[config.mk]
export PLATFORM = sky130hd
export DESIGN_NAME = debounce_repeat_n
export DESIGN_NICKNAME = d
export VERILOG_FILES = /design/src/rtl/debounce_repeat_n.sv
export SDC_FILE = /design/constraint.sdc
export NUM_CORES = 1
export LEC_CHECK = 0
export CAP_MARGIN = 20
export CELL_PAD_IN_SITES_DETAIL_PLACEMENT = 1
export CELL_PAD_IN_SITES_GLOBAL_PLACEMENT = 2
export CORE_MARGIN = 5
export CORE_UTILIZATION = 44
export CTS_CLUSTER_DIAMETER = 80
export DETAILED_ROUTE_END_ITERATION = 6
export PLACE_DENSITY_LB_ADDON = 0.1
export REMOVE_ABC_BUFFERS = 1
export SLEW_MARGIN = 0
export SYNTH_ARGS = -nofsm -noshare
export SYNTH_HDL_FRONTEND = slang
export SYNTH_SLANG_ARGS = --single-unit
[constraint.sdc]
create_clock -name clk -period 5 [get_ports clk]
set_input_delay 1 -clock clk [delete_from_list [all_inputs] [get_ports clk]]
set_output_delay 1 -clock clk [all_outputs]
set_load 0.005 [all_outputs]
[src/rtl/debounce_repeat_n.sv]
// N-channel switch/button debouncer with rise/fall strobes and per-channel auto-repeat.
// Each channel has a 2-flop synchroniser, a stability counter, and (when masked in) a repeat FSM.
module debounce_repeat_n #(
    parameter int                N_CH     = 9,
    parameter int                DB_CNT   = 1_000_000,
    parameter int                RPT_DLY  = 50_000_000,
    parameter int                RPT_PER  = 10_000_000,
    parameter logic [N_CH-1:0]   RPT_MASK = 9'h1F0
) (
    input  logic            clk,
    input  logic            reset,
    input  logic [N_CH-1:0] in_raw,
    output logic [N_CH-1:0] db_level,
    output logic [N_CH-1:0] rise_pulse,
    output logic [N_CH-1:0] fall_pulse,
    output logic [N_CH-1:0] rpt_pulse,
    output logic            any_active
);

    localparam int CW      = (DB_CNT > 1) ? $clog2(DB_CNT + 1) : 1;
    localparam int RPT_MAX = (RPT_DLY > RPT_PER) ? RPT_DLY : RPT_PER;
    localparam int RW      = (RPT_MAX > 1) ? $clog2(RPT_MAX + 1) : 1;

    localparam logic [CW-1:0] DB_LAST  = CW'(DB_CNT - 1);
    localparam logic [RW-1:0] DLY_LAST = RW'(RPT_DLY - 1);
    localparam logic [RW-1:0] PER_LAST = RW'(RPT_PER - 1);

    localparam logic [1:0] R_IDLE   = 2'd0;
    localparam logic [1:0] R_DELAY  = 2'd1;
    localparam logic [1:0] R_REPEAT = 2'd2;

    logic [N_CH-1:0] db_nxt;

    for (genvar i = 0; i < N_CH; i++) begin : g_ch
        logic          s1, s2, lvl, rise_q, fall_q;
        logic [CW-1:0] cnt;
        logic          accept, lvl_nxt, rise_nxt, fall_nxt;

        // The counter only advances while the synchronised input disagrees with the accepted level
        assign accept   = (s2 != lvl) && (cnt == DB_LAST);
        assign lvl_nxt  = accept ? s2 : lvl;
        assign rise_nxt = accept & s2;
        assign fall_nxt = accept & ~s2;
        assign db_nxt[i] = lvl_nxt;

        always_ff @(posedge clk or negedge reset) begin
            if (!reset) begin
                s1     <= 1'b0;
                s2     <= 1'b0;
                lvl    <= 1'b0;
                cnt    <= '0;
                rise_q <= 1'b0;
                fall_q <= 1'b0;
            end else begin
                s1     <= in_raw[i];
                s2     <= s1;
                lvl    <= lvl_nxt;
                rise_q <= rise_nxt;
                fall_q <= fall_nxt;
                if (s2 == lvl || accept) begin
                    cnt <= '0;
                end else begin
                    cnt <= cnt + CW'(1);
                end
            end
        end

        assign db_level[i]   = lvl;
        assign rise_pulse[i] = rise_q;
        assign fall_pulse[i] = fall_q;

        if (RPT_MASK[i]) begin : g_rpt
            logic [1:0]    state;
            logic [RW-1:0] rcnt;
            logic          rpt_q;

            // A release always returns to idle, even if a repeat was due on the same edge
            always_ff @(posedge clk or negedge reset) begin
                if (!reset) begin
                    state <= R_IDLE;
                    rcnt  <= '0;
                    rpt_q <= 1'b0;
                end else begin
                    rpt_q <= 1'b0;
                    if (fall_nxt) begin
                        state <= R_IDLE;
                        rcnt  <= '0;
                    end else begin
                        case (state)
                            R_IDLE: begin
                                if (rise_nxt) begin
                                    rpt_q <= 1'b1;
                                    rcnt  <= '0;
                                    state <= R_DELAY;
                                end
                            end
                            R_DELAY: begin
                                if (rcnt == DLY_LAST) begin
                                    rpt_q <= 1'b1;
                                    rcnt  <= '0;
                                    state <= R_REPEAT;
                                end else begin
                                    rcnt <= rcnt + RW'(1);
                                end
                            end
                            R_REPEAT: begin
                                if (rcnt == PER_LAST) begin
                                    rpt_q <= 1'b1;
                                    rcnt  <= '0;
                                end else begin
                                    rcnt <= rcnt + RW'(1);
                                end
                            end
                            default: begin
                                state <= R_IDLE;
                                rcnt  <= '0;
                            end
                        endcase
                    end
                end
            end

            assign rpt_pulse[i] = rpt_q;
        end else begin : g_norpt
            assign rpt_pulse[i] = rise_q;
        end
    end

    always_ff @(posedge clk or negedge reset) begin
        if (!reset) begin
            any_active <= 1'b0;
        end else begin
            any_active <= |db_nxt;
        end
    end

endmodule

==> results.md <==
* Max Root-Sink Buffers at 3
* Hold-fix buffers at CTS at 0
* Critical path type: flop to flop
* Setup bufs post-CTS at 0
* Post-cts resize count at 0
* Startpoint type of the worst setup path: flop
* Clock slew seen by the registers of the worst setup and hold paths at 0.06 ns
* Final min period at 3.338 ns
* Final GP Congestion at 0.7696
* Final #Nets at 2054
* Unrepaired setup endpoints after global routing: false
* DIE AREA at 47500 um2
* Sum of routed wire segments on met1 at 21600 um
* HP Class: flop to flop
* Port bufs at 47
* CTS buffer count at 44
* Synth Flop Type: dfrtp_1
* Outcome: complete, no violations
* Syn Area/Cell at 9.552 um2
* Clk sink count at 371
* Total Wirelength at 45130 um
* Overall die height at 218.0 um
* Reg2reg setup slack at 1.66 ns
* Synth Warn # at 0
* Largest net degree at the start of global routing at 115
* Arrival @ worst endpoint at 3.72 ns
* Most common cell after layout, fill and taps aside: dfrtp_1
* Power per cell area at 298.6 nW/um2
* DRT Pass-1 Iters at 5
* CTS H-tree depth at 2
* Clock Skews at 0.01575 ns
* FILL cells at 4785
* Vias post-DR at 14738
* Post-detail-place hpwl at 29960 um
* CTS tree: yes
* Rows at 76
* Highest routed metal layer: met4
* P_leak at 8.918 nW
* Commonest non-fill, non-tap cells in the layout: dfrtp_1 (371), nor2_1 (255), nand3_1 (196)
* Synthesized area at 19030 um2
* Antenna violations before repair at 1
* Clock Root Buffer: clkbuf_16
* Met2 routed WL at 21460 um
* VDD IR max at 244.6 uV
* Fmax at 299.6 MHz
* Slew margin rel. at 0.2929
* Synth area leaders: dfrtp_1 (49%), nand3_1 (5.2%), nor2_1 (5.0%)
* Placement Cell Area at 19850 um2
* Max-cap viol count at 0
* Distinct cells, synth at 66
* Via-to-Cell Ratio at 5.621
* Clock latency on the worst-skew pair at 0.56 ns
* Antenna fix cells at 0
* Initial Util at 0.4437
* Synth area leader: dfrtp_1
* Finished Cell Area at 21320 um2
* CP required at 5.38 ns
* Synthesized flop and latch total at 371
* Worst-path fanout max at 22
* Residual DRC at 0
* Ports at 48
* Max-slew violations at 0
* R2R Path End: g_ch[5].g_rpt.rcnt[4]
* DR WL met3 at 1256 um
* Worst Reg-to-Reg Cells at 5
* Hold Fails Final Rpt at 0
* Routed len/inst at 17.21 um
* RR Startpoint: g_ch[5].g_rpt.rcnt[18]
* First-pass GRT wire length at 78610 um
* Drt first-iter violations at 677
* Die X at 218.0 um
* Critical Path Sink Type: flop
* Grt ovf at 0
* Setup violators final at 0
* Worst Hold Depth at 0
* Area delta synth->final at 12.05%
* Async SR Flop Fraction at 1.000
* Tcrit/Tclk final at 0.6676
* Antenna-violating nets left at 0
* Slew @ Worst Pin at 1.061 ns
* Hold EP: g_ch[4].s2
* Synth top area share at 0.4879
* Core Region at 42890 um2
* GRT Total Usage at 0.1938
* Sequential fraction of the synthesis area at 0.4879
* Layout cells sized above 1 at 0.05646
* Final TNS setup at 0 ns
* Worst Hold Launch: g_ch[4].s1
* Post-synth EDFFs at 0
* Mapped Cells at 1992
* Number of global-route vias before repair at 15473
==> flip-flops by register name, indices dropped and copies added (netlist names) <==
register and flops:
g_ch.fall_q 9, g_ch.cnt 180, g_ch.s2 9, g_ch.g_rpt.rpt_q 5
g_ch.rise_q 9, g_ch.g_rpt.rcnt 130, g_ch.s1 9, g_ch.g_rpt.state 10
g_ch.lvl 9, any_active 1
==> worst max path at each step <==
stage                                 from                endpoint
global placement    g_ch[4].g_rpt.rcnt[16]  g_ch[4].g_rpt.rcnt[16]
floorplan            g_ch[6].g_rpt.rcnt[0]  g_ch[6].g_rpt.rcnt[16]
global route        g_ch[5].g_rpt.rcnt[18]   g_ch[5].g_rpt.rcnt[3]
finish              g_ch[5].g_rpt.rcnt[18]   g_ch[5].g_rpt.rcnt[4]
CTS                 g_ch[4].g_rpt.rcnt[16]  g_ch[4].g_rpt.rcnt[16]
detailed placement  g_ch[4].g_rpt.rcnt[16]  g_ch[4].g_rpt.rcnt[16]
==> per-stage QoR <==
| stage | total power, mW | worst slack (ns) | hold WS (ns) | instances | util |
|---|---|---|---|---|---|
| after floorplan | 3.148 | 1.309 | 0.3312 | 1896 | - |
| after global placement | 3.244 | 1.539 | 0.3332 | 2539 | 0.4626 |
| after detailed placement | 3.250 | 1.481 | 0.3372 | 2540 | 0.4628 |
| after CTS | 6.496 | 1.449 | 0.3503 | 2620 | 0.4961 |
| after global routing | 6.655 | 1.450 | 0.3554 | 2622 | 0.4971 |
| final | 6.366 | 1.662 | 0.3485 | 2622 | 0.4971 |
==> cell type report <==
class                   instances  area, um2  share of cell area
flip-flops and latches        371       9284              0.4355
multi-input cells            1469       9017              0.4230
clock buffers                  70       1330             0.06239
well taps                     585      732.0             0.03433
repair buffers                 61      645.6             0.03028
inverters                      56      210.2            0.009860
clock inverters                10      100.1            0.004695
==> kinds of logic after synthesis <==
family          after synthesis  synth area share
simple gates                996            0.2640
buf+inv                     152           0.03840
fa+ha+maj                    40           0.02630
flops                       371            0.4879
compound gates              246           0.09568
xor+xnor                    174           0.08009
mux                          13          0.007562
==> layer usage <==
| layer | up-vias | GRT usage |
|---|---|---|
| li1 | 7107 | - |
| met1 | 7445 | 0.2692 |
| met2 | 126 | 0.3225 |
| met3 | 60 | 0.03207 |
| met4 | 0 | 0.04145 |
| met5 | - | 0 |
==> critical path, cell delays in order (launching register included) <==
cell,delay [ns]
dfrtp_1,0.40
or4b_2,0.68
or4_1,0.54
o41a_1,0.51
o211ai_2,0.78
o311ai_0,0.25
==> power breakdown <==
part	internal, mW	switching [mW]
Sequential	3.03	0.0246
Combinational	0.0341	0.101
Clock	1.92	1.26
Total	4.98	1.39
==> cells in the mapped netlist (40+ instances only) <==
cell type / number
inv_1: 56
nor2_1: 255
o21ai_0: 47
nor3_1: 41
clkbuf_1: 53
ha_1: 40
nand3_1: 196
nand2_1: 188
dfrtp_1: 371
o311ai_0: 42
and3_1: 57
xnor2_1: 66
xor2_1: 108
nand4_1: 73
No activity file was read; power rests on OpenSTA's default activity.
